--- src/rtl/busca_instrucao.sv ---
// Instruction fetch unit for an 8-bit core with a byte-wide program ROM.
// Fetches a 1- or 2-byte instruction through endereco/dado, presents it with
// a valid/ready handshake, and accepts redirects from the control unit.
// A fetch outside the populated ROM halts the unit until reset.
module busca_instrucao #(
  parameter int         TAM_ROM     = 128,
  parameter logic [7:0] VETOR_RESET = 8'h00
) (
  input  logic       clk,
  input  logic       reset,
  output logic [7:0] endereco,
  input  logic [7:0] dado,
  input  logic       desvio,
  input  logic [7:0] desvio_alvo,
  input  logic       instr_pronta,
  output logic       instr_valida,
  output logic [7:0] instr_opcode,
  output logic [7:0] instr_operando,
  output logic [7:0] instr_pc,
  output logic       erro_endereco
);

  typedef enum logic [1:0] {
    BUSCA_OP   = 2'd0,
    BUSCA_OPER = 2'd1,
    ENTREGA    = 2'd2,
    PARADO     = 2'd3
  } estado_t;

  // 9-bit limit so that TAM_ROM = 256 means "every 8-bit address is valid".
  localparam logic [8:0] LIMITE = 9'(TAM_ROM);

  estado_t    estado, estado_prox;
  logic [7:0] pc, pc_prox;
  logic [7:0] opcode, opcode_prox;
  logic [7:0] operando, operando_prox;
  logic [7:0] pc_instr, pc_instr_prox;
  logic       erro, erro_prox;
  logic       fora_rom;

  // Opcodes whose high nibble is 0, 1, 3, 4 or 5 carry no operand byte.
  function automatic logic instr_um_byte(input logic [7:0] op);
    case (op[7:4])
      4'h0, 4'h1, 4'h3, 4'h4, 4'h5: return 1'b1;
      default:                      return 1'b0;
    endcase
  endfunction

  assign fora_rom = ({1'b0, pc} >= LIMITE);

  // Next-state, next-PC and capture decisions; a redirect beats everything.
  always_comb begin
    estado_prox   = estado;
    pc_prox       = pc;
    opcode_prox   = opcode;
    operando_prox = operando;
    pc_instr_prox = pc_instr;
    erro_prox     = erro;
    case (estado)
      BUSCA_OP: begin
        if (desvio) begin
          pc_prox     = desvio_alvo;
          estado_prox = BUSCA_OP;
        end else if (fora_rom) begin
          erro_prox   = 1'b1;
          estado_prox = PARADO;
        end else begin
          opcode_prox   = dado;
          operando_prox = 8'h00;
          pc_instr_prox = pc;
          pc_prox       = pc + 8'd1;
          estado_prox   = instr_um_byte(dado) ? ENTREGA : BUSCA_OPER;
        end
      end
      BUSCA_OPER: begin
        if (desvio) begin
          pc_prox     = desvio_alvo;
          estado_prox = BUSCA_OP;
        end else if (fora_rom) begin
          erro_prox   = 1'b1;
          estado_prox = PARADO;
        end else begin
          operando_prox = dado;
          pc_prox       = pc + 8'd1;
          estado_prox   = ENTREGA;
        end
      end
      ENTREGA: begin
        // With desvio and instr_pronta together the handshake still counts;
        // the redirect only decides where the next fetch starts.
        if (desvio) begin
          pc_prox     = desvio_alvo;
          estado_prox = BUSCA_OP;
        end else if (instr_pronta) begin
          estado_prox = BUSCA_OP;
        end
      end
      PARADO: begin
        estado_prox = PARADO;
      end
      default: begin
        estado_prox = PARADO;
      end
    endcase
  end

  // State, PC and instruction registers; reset aborts any fetch in flight.
  always_ff @(posedge clk or posedge reset) begin
    if (reset) begin
      estado   <= BUSCA_OP;
      pc       <= VETOR_RESET;
      opcode   <= 8'h00;
      operando <= 8'h00;
      pc_instr <= 8'h00;
      erro     <= 1'b0;
    end else begin
      estado   <= estado_prox;
      pc       <= pc_prox;
      opcode   <= opcode_prox;
      operando <= operando_prox;
      pc_instr <= pc_instr_prox;
      erro     <= erro_prox;
    end
  end

  assign endereco       = pc;
  assign instr_valida   = (estado == ENTREGA);
  assign instr_opcode   = opcode;
  assign instr_operando = operando;
  assign instr_pc       = pc_instr;
  assign erro_endereco  = erro;

endmodule

--- config.mk ---
export PLATFORM = sky130hd
export DESIGN_NAME = busca_instrucao
export DESIGN_NICKNAME = d
export VERILOG_FILES = /design/src/rtl/busca_instrucao.sv
export SDC_FILE = /design/constraint.sdc
export NUM_CORES = 1
export LEC_CHECK = 0
export CORE_MARGIN = 2
export CORE_UTILIZATION = 41
export DETAILED_ROUTE_END_ITERATION = 16
export HOLD_SLACK_MARGIN = 0.15
export PLACE_DENSITY = 0.79
export REMOVE_ABC_BUFFERS = 1
export SYNTH_ARGS = -nofsm -noshare
export SYNTH_HDL_FRONTEND = slang
export SYNTH_SLANG_ARGS = --single-unit
--- constraint.sdc ---
create_clock -name clk -period 1.6 [get_ports clk]
set_clock_uncertainty 0.05 [all_clocks]
set_input_delay 0.32 -clock clk [delete_from_list [all_inputs] [get_ports clk]]
set_output_delay 0.32 -clock clk [all_outputs]
set_load 0.005 [all_outputs]
==> run_results.csv, run 1 <==
group,metric,value,unit
run_status,outcome,"completed",
clocking,path_clk_slew,0.07,ns
power,irDropWorstVdd,0.914,mV
setup_path,critPathKind,"flip-flop to output pin",
clocking,max-clock-path-buffers,2,
clocking,cts_max_level,2,
setup_path,r2r_cells,4,
cells_and_area,design_area,2620,um^2
synthesis,ys_seq_elements,35,
setup_path,slowest_delay,0.52,ns
placement,dpl_cell_area,2380,um^2
power,power,4.72,mW
sta,maxSlewViolCount,0,
floorplan,die_y,68.1,um
sta,fin_crit,1.58,ns
clocking,cts_buffers,5,
sta,fmax,0.634,GHz
synthesis,synth_area,1680,um^2
synthesis,avgSynthCellArea,11.0,um^2
cells_and_area,drive_gt1_frac,0.291,
floorplan,dieArea,4640,um^2
drt,wire_per_inst,14.9,um
setup_path,cp-start-kind,"flip-flop",
synthesis,synth.distinct_cells,35,
synthesis,synthCells,153,
power,powerDensity,1800,nW/um^2
grt,grt_pass1_vias,1391,
floorplan,initial_core_util,0.424,
setup_path,crit_buf_inv,1,
setup_path,worstPathArrival,1.21,ns
clocking,clk_latency,0.29,ns
power,p_leak,1.19,nW
setup_path,crit_chain,"clkdlybuf4s50_1",
cells_and_area,fin_nets,255,
sta,rsz0062_at_grt,"true",
power,switchingPower,1.56,mW
sta,hold_viol,0,
setup_path,crit_fanout,2,
cells_and_area,fill_cells,325,
power,share_comb_of_total_power,0.538,
setup_path,regToRegStartpoint,"endereco[7]",
drt,vias_per_cell,5.21,
drt,drt_wl_total,4.24,mm
power,p_clk_frac,0.130,
setup_path,cp-end-kind,"output pin",
grt,grt_util_all_layers,0.194,
floorplan,ios,54,
grt,antenna_found_initial,0,
drt,dr.pass1.iters,4,
drt,ant_nets,0,
cells_and_area,utilization,0.660,
setup_path,r2r_end,"instr_pc[2]",
synthesis,yosysWarnings,0,
placement,numPortBuffers,53,
floorplan,coreArea,3970,um^2
grt,grt_max_degree,36,
cells_and_area,syn2layout_area_growth,55.6,%
cells_and_area,diodes,0,
floorplan,num_rows,23,
sta,post-route-period-util,0.985,
placement,place_congestion,0.885,
power,power_frac_seq,0.332,
drt,drt_iter0_drc,115,
synthesis,ys_seq_area_frac,0.520,
drt,drc_errors,0,
sta,setup_viol_count_final,0,
power,p_int,3.16,mW
grt,grt_overflow,0,
placement,hpwl,2.99,mm
run,maxCapViolCount,0,
drt,vias,1479,
setup_path,cp_slowest_cell,"clkdlybuf4s50_1",
hold_path,worstHoldPathType,"input pin to async pin",
setup_path,cp_top_family,"buffers and inverters",
setup_path,r2r_setup_slack,0.02,ns
sta,setup_tns,0,ns
sta,tightest_slew,0.421,ns
clocking,clock_sink_count,35,
clocking,cts_tree,"done",
grt,grt_pass1_wl,6.58,mm
clocking,cts-root-buf,"clkbuf_8",
sta,slew_headroom,0.719,
setup_path,crit_required,1.23,ns
power,p_sw_frac,0.331,
floorplan,die_w,68.1,um
## sequential cells by signal, indices dropped and copies added, names as in the netlist
name / cells
endereco: 8
erro_endereco: 1
estado: 2
instr_opcode: 8
instr_operando: 8
instr_pc: 8
## cell type report
cell class,instances,area [um^2],share of cell area
multi-input cells,104,781,0.298
flip-flops and latches,35,881,0.336
clock buffers,6,72.6,0.0277
repair buffers,81,788,0.301
well taps,50,62.6,0.0239
clock inverters,2,12.5,0.00478
inverters,6,22.5,0.00860
## how the worst max path moves through the flow
stage	start	endpoint	slack, ns	cells after the start
after floorplan	estado[1]	instr_opcode[7]	-0.20	3
after global placement	desvio	instr_pc[2]	-0.40	5
after detailed placement	desvio	instr_pc[4]	-0.42	5
after CTS	estado[1]	instr_pc[2]	0.003	4
after global routing	estado[1]	instr_pc[2]	-0.004	4
final	instr_pc[1]	instr_pc[1]	0.02	1
## power groups by stage
| stage | Clock (mW) | Combinational, mW | Sequential, mW |
|---|---|---|---|
| 2_1_floorplan | 0 | 0.855 | 1.64 |
| 3_3_place_gp | 0 | 2.13 | 1.63 |
| 3_5_place_dp | 0 | 2.19 | 1.64 |
| 4_1_cts | 0.628 | 2.41 | 1.58 |
| 5_1_grt | 0.672 | 2.76 | 1.61 |
| 6_report | 0.615 | 2.54 | 1.57 |
## cells in the final DEF, fill, tap and decap left out, drive strengths merged, types with 6 or more instances in the layout
cell type / count
o21ai: 6
a21oi: 6
buf: 27
clkdlybuf4s50: 49
nor2: 8
nand2: 23
inv: 6
nand3: 13
clkbuf: 6
mux2: 16
dfrtp: 35
## cell families after synthesis
logic type | count (synthesis) | synth area share
flip-flops | 35 | 0.520
multiplexers | 19 | 0.145
AO/OA/AOI/OAI | 25 | 0.0966
adder cells (fa/ha/maj) | 2 | 0.0149
buffers and inverters | 14 | 0.0520
AND/OR/NAND/NOR | 58 | 0.172
## layer usage
layer	up-vias	share of wire	global-route usage	routed length [um]
met5	-	0	0	0
met4	0	0.013	0.0525	54
met3	9	0.090	0.0576	380
met2	68	0.49	0.329	2060
met1	706	0.41	0.242	1740
li1	696	-	-	-
## cell usage after synthesis
cell type	number	area share
dfrtp_1	35	0.52
nand2_1	23	0.051
nand3_1	13	0.039
mux2_4	9	0.080
mux2_2	7	0.047
a21oi_1	6	0.018
inv_1	6	0.013
nor2_1	6	0.013
o21ai_0	6	0.018
buf_2	3	0.0089
mux2i_1	3	0.018
o211ai_1	3	0.013
a21o_1	2	0.0089
a22o_1	2	0.010
a22oi_1	2	0.0089
and3_1	2	0.0074
buf_6	2	0.013
clkbuf_1	2	0.0045
ha_1	2	0.015
nand2b_1	2	0.0074
nor2b_1	2	0.0074
or3_1	2	0.0074
a211oi_1	1	0.0045
a311o_1	1	0.0059
a31oi_1	1	0.0037
buf_12	1	0.012
nand4_1	1	0.0037
nor2_2	1	0.0037
nor2_8	1	0.012
nor3_1	1	0.0030
nor3b_1	1	0.0045
o32ai_1	1	0.0052
or2_1	1	0.0037
or2_2	1	0.0037
or4_1	1	0.0045
## per-stage QoR
step	hold slack, ns	instances	setup WS (ns)
2_1_floorplan	0.401	145	-0.201
3_3_place_gp	0.398	266	-0.400
3_5_place_dp	0.400	266	-0.418
4_1_cts	0.334	281	0.00252
5_1_grt	0.357	284	-0.00448
6_report	0.328	284	0.0236
## worst min-delay path, delay by kind of cell
| family | cells | cell delay [ns] |
|---|---|---|
| buffers and inverters | 3 | 0.71 |
## repair_timing
| item | CTS | global route |
|---|---|---|
| endpoints found under the setup margin | 25 | 18 |
| resized for setup | 11 | 14 |
| cloned | 0 | 1 |
| setup buffers | 7 | 2 |
| pin swaps | 1 | 7 |
| hold buffers | 0 | 0 |
No activity file was read; power rests on OpenSTA's default activity.
==> run 2: changes to the inputs <==
CORE_UTILIZATION = 45   (was 41)
PLACE_DENSITY = 0.82   (was 0.79)
clock period = 1.96 ns   (was 1.6 ns; I/O delays follow)
==> run 2 against run 1 <==
  * Worst setup slack improved by 0.024 ns
  * Die area fell by 8.4%
  * Flip-flop and latch count unchanged
  * Global-route usage increased by 1.5 points
  * Non-clock buffer count fell by 14
  * Power decreased by 19%
  * Sequential share of layout area is 1.7 points higher
  * Sequential power decreased by 15%
  * Clock power rose by 26%
  * Final area down 5.4%
  * Critical endpoint is now instr_valida
  * Largest power group unchanged
  * Highest routed layer unchanged
==> run_results.csv, run 2 (same netlist as run 1, synthesis figures left out) <==
group,metric,value,unit
cells_and_area,register_area,876,um^2
power,irDropWorstVdd,0.712,mV
setup_path,r2r_cells,4,
run,maxCapViolCount,0,
placement,hpwl,2.97,mm
placement,place_congestion,0.840,
drt,vias_per_cell,5.04,
sta,setup_viol_count_final,0,
cells_and_area,utilization,0.682,
grt,grt_pass1_wl,6.65,mm
setup_path,cp_top_family,"buffers and inverters",
floorplan,initial_core_util,0.463,
sta,holdWs,0.417,ns
setup_path,crit_required,1.52,ns
cells_and_area,multiInputGateArea,723,um^2
hold_path,hold_start,"instr_operando[6]",
drt,drt_wl_total,4.00,mm
cells_and_area,design_area,2480,um^2
grt,antenna_found_initial,0,
floorplan,die_y,65.2,um
cells_and_area,fin_nets,241,
drt,ant_nets,0,
sta,slew_headroom,0.678,
cells_and_area,fill_cells,298,
clocking,cts-root-buf,"clkbuf_8",
sta,setup_tns,0,ns
power,p_leak,1.11,nW
floorplan,num_rows,22,
hold_path,worst_hold_path.endpoint,"instr_operando[6]",
setup_path,cp-end-kind,"output pin",
placement,numPortBuffers,53,
sta,fin_crit,1.91,ns
grt,grt_max_degree,36,
cells_and_area,syn2layout_area_growth,47.2,%
clocking,clk_latency,0.29,ns
cells_and_area,stdcell_count,268,
floorplan,dieArea,4250,um^2
clocking,post_cts_buffers,0,
setup_path,regToRegStartpoint,"estado[1]",
hold_path,holdPathStages,2,
sta,fmax,0.523,GHz
setup_path,crit_chain,"nor2b_2 > clkdlybuf4s50_1",
sta,maxSlewViolCount,0,
clocking,cts_tree,"done",
drt,vias,1350,
placement,dpl_cell_area,2340,um^2
cells_and_area,layout_commonest_cell,"clkdlybuf4s50_1",
drt,drt_iter0_drc,57,
cells_and_area,final_cell_mix,"clkdlybuf4s50_1 (53), dfrtp_1 (35), nand2_1 (23)",
clocking,max-clock-path-buffers,2,
clocking,cts_max_level,2,
cells_and_area,diodes,0,
floorplan,ios,54,
grt,grt_util_all_layers,0.210,
power,power,3.85,mW
setup_path,cp-start-kind,"flip-flop",
cells_and_area,drive_gt1_frac,0.191,
setup_path,crit_fanout,5,
grt,grt_overflow,0,
hold_path,worstHoldPathType,"flip-flop to flip-flop",
clocking,cts_hold_buf,0,
setup_path,cp_slowest_cell,"clkdlybuf4s50_1",
clocking,cts_resized,0,
power,powerDensity,1550,nW/um^2
floorplan,die_w,65.2,um
clocking,clock_sink_count,35,
setup_path,slowest_delay,0.54,ns
setup_path,r2r_end,"instr_opcode[2]",
placement,dpl_worst_slack,-0.153,ns
floorplan,coreArea,3630,um^2
run_status,outcome,"completed",
setup_path,crit_buf_inv,1,
sta,tightest_slew,0.481,ns
sta,hold_viol,0,
setup_path,critPathKind,"flip-flop to output pin",
sta,post-route-period-util,0.976,
grt,grt_pass1_vias,1376,
clocking,cts_buffers,5,
setup_path,r2r_setup_slack,0.25,ns
setup_path,worstPathArrival,1.47,ns
sta,layout_setup_ws,0.0476,ns
drt,wire_per_inst,14.9,um
drt,dr.pass1.iters,4,
drt,drc_errors,0,
clocking,path_clk_slew,0.07,ns
placement,placed_cells,260,
==> run 2: changes by cell type in the layout (fill, tap and decap cells not counted), moves of 3 or more <==
cell,delta
dfrtp_1,+4
nand3_2,-4
clkdlybuf4s50_1,+4
buf_4,-10
dfrtp_2,-4
dlygate4sd2_1,-3
nand3_1,+4
==> run 2: report_power, final <==
group	internal (mW)	leakage (nW)	switching, mW	total (mW)
Combinational	1.08	0.624	0.646	1.73
Sequential	1.05	0.425	0.293	1.34
Clock	0.507	0.0644	0.269	0.776
Total	2.64	1.11	1.21	3.85
==> run 2: how the worst max path moves through the flow <==
stage | slack (ns) | cells after the start | from | to
floorplan | 0.16 | 3 | estado[1] | instr_opcode[7]
global placement | -0.12 | 5 | desvio | instr_opcode[1]
detailed placement | -0.15 | 5 | desvio | instr_pc[6]
CTS | 0.002 | 2 | estado[1] | instr_valida
global route | -0.04 | 2 | estado[1] | instr_valida
finish | 0.05 | 2 | estado[1] | instr_valida
==> run 2: area by class of cell <==
cell class,count,area share
clock buffer,5,0.0278
multi-input combinational,104,0.292
inverter,6,0.00909
timing repair buffer,67,0.267
clock inverter,3,0.0273
sequential,35,0.353
tap,48,0.0242
==> run 2: worst reg2reg max path, delay by kind of cell, from the launching register on <==
| kind | cells | cell delay [ns] |
|---|---|---|
| and+or+nand+nor | 2 | 0.66 |
| DFF | 1 | 0.43 |
| buffers and inverters | 1 | 0.17 |
| muxes | 1 | 0.30 |
==> run 2: per-layer routing <==
layer	wire (um)	share of wire	vias to the layer above	global-route usage
met3	302	0.076	11	0.0719
met4	112	0.028	0	0.0938
met1	1760	0.44	621	0.259
li1	-	-	663	-
met5	0	0	-	0
met2	1820	0.46	55	0.332
==> run 3: changes to the inputs <==
RECOVER_POWER = 50   (was unset)
==> run 3 against run 2 <==
  * Count of clock-buffer cells in the layout did not move
  * Core utilization fell by 0.069 points
  * Die area did not move
  * Cell count did not move
  * Sequential power barely moved
  * First-iteration DRC count rose by 3.5%
  * Critical endpoint is now instr_opcode[2]
==> run_results.csv, run 3 (same netlist as run 1, synthesis figures left out) <==
group,metric,value,unit
floorplan,num_rows,22,
cells_and_area,drive_gt1_frac,0.191,
clocking,cts-root-buf,"clkbuf_8",
grt,grt_util_all_layers,0.210,
sta,setup_viol_count_final,0,
sta,fmax,0.514,GHz
placement,hpwl,2.97,mm
clocking,max-clock-path-buffers,2,
clocking,clk_latency,0.29,ns
drt,drt_wl_total,3.96,mm
setup_path,cp-start-kind,"input pin",
placement,placed_cells,260,
sta,slew_headroom,0.431,
floorplan,initial_core_util,0.463,
sta,tightest_slew,0.853,ns
power,power,3.80,mW
power,irDropWorstVdd,0.711,mV
drt,drc_errors,0,
run,maxCapViolCount,0,
setup_path,crit_required,2.09,ns
cells_and_area,fin_nets,241,
grt,grt_overflow,0,
clocking,cts_buffers,5,
sta,hold_viol,0,
clocking,path_clk_slew,0.07,ns
power,p_leak,1.13,nW
cells_and_area,utilization,0.681,
sta,holdWs,0.412,ns
run_status,outcome,"completed",
setup_path,critPathKind,"input pin to flip-flop",
drt,dr.pass1.iters,4,
clocking,clock_sink_count,35,
cells_and_area,layout_commonest_cell,"clkdlybuf4s50_1",
grt,grt_pass1_vias,1376,
drt,vias,1348,
setup_path,crit_buf_inv,2,
setup_path,cp_slowest_cell,"dlygate4sd3_1",
cells_and_area,syn2layout_area_growth,47.0,%
setup_path,crit_fanout,4,
floorplan,coreArea,3630,um^2
grt,grt_max_degree,36,
floorplan,dieArea,4250,um^2
setup_path,worstPathArrival,2.07,ns
setup_path,cp-end-kind,"flip-flop",
sta,post-route-period-util,0.992,
grt,antenna_found_initial,0,
floorplan,die_y,65.2,um
hold_path,worstHoldPathType,"flip-flop to flip-flop",
setup_path,crit_chain,"dlygate4sd3_1 > or3_1 > nor2_8 > buf_4 > mux2_4",
grt,grt_pass1_wl,6.65,mm
drt,wire_per_inst,14.8,um
clocking,cts_max_level,2,
clocking,post_cts_buffers,0,
clocking,cts_hold_buf,0,
cells_and_area,final_cell_mix,"clkdlybuf4s50_1 (40), dfrtp_1 (35), nand2_1 (23)",
drt,drt_iter0_drc,59,
sta,fin_crit,1.95,ns
floorplan,die_w,65.2,um
cells_and_area,diodes,0,
power,powerDensity,1530,nW/um^2
floorplan,ios,54,
clocking,cts_tree,"done",
sta,maxSlewViolCount,0,
setup_path,slowest_delay,0.58,ns
placement,place_congestion,0.840,
clocking,cts_resized,0,
drt,ant_nets,0,
placement,numPortBuffers,53,
cells_and_area,stdcell_count,268,
setup_path,cp_top_family,"buffers and inverters",
drt,vias_per_cell,5.03,
## run 3: cell types whose count changed in the layout (fill, tap and decap cells not counted)
cell	delta
clkbuf_2	+1
dlygate4sd3_1	+13
buf_4	-1
clkdlybuf4s50_1	-13
## run 3: final timing paths
kind                                    from                 to  slack [ns]  cells after the start
min                        instr_operando[6]  instr_operando[6]        0.41                      2
min reg2reg                instr_operando[6]  instr_operando[6]        0.41                      2
max reg2reg                        estado[1]    instr_opcode[2]        0.25                      4
max in group asynchronous              reset    instr_opcode[4]        0.58                      3
max                                   desvio    instr_opcode[2]        0.01                      5
min in group asynchronous              reset    instr_opcode[0]        0.74                      3
## run 3: layer usage
| layer | wire (um) | share of wire | track usage | vias to the layer above |
|---|---|---|---|---|
| li1 | - | - | - | 665 |
| met1 | 1720 | 0.43 | 0.259 | 615 |
| met5 | 0 | 0 | 0 | - |
| met3 | 313 | 0.079 | 0.0719 | 11 |
| met4 | 114 | 0.029 | 0.0938 | 0 |
| met2 | 1810 | 0.46 | 0.332 | 57 |
## run 3: through the flow
step | setup TNS [ns] | worst slack (ns) | cell area (um^2)
finish | 0 | 0.0150 | 2480
global route | -0.0394 | -0.0394 | 2480
CTS | 0 | 0.00241 | 2480
detailed placement | -1.96 | -0.153 | 2340
global placement | -1.47 | -0.116 | 2340
floorplan | 0 | 0.159 | 1620
## run 3: where the power goes
part	internal [mW]	switching (mW)	leakage (nW)
Clock	0.507	0.268	0.0644
Combinational	1.04	0.645	0.645
Sequential	1.05	0.286	0.425
Total	2.60	1.20	1.13
## run 3: tightest hold or removal path: cells and delay by family, from the launching register on
family           cells  cell delay, ns
DFF                  1            0.34
and+or+nand+nor      2            0.10
## run 3: cell type report
cell class / instances / area [um^2]
clock buffer: 5 / 68.8
inverter: 6 / 22.5
clock inverter: 3 / 67.6
timing repair buffer: 67 / 658
tap: 48 / 60.1
fill: 299 / 1160
sequential: 35 / 876
multi-input combinational: 104 / 723
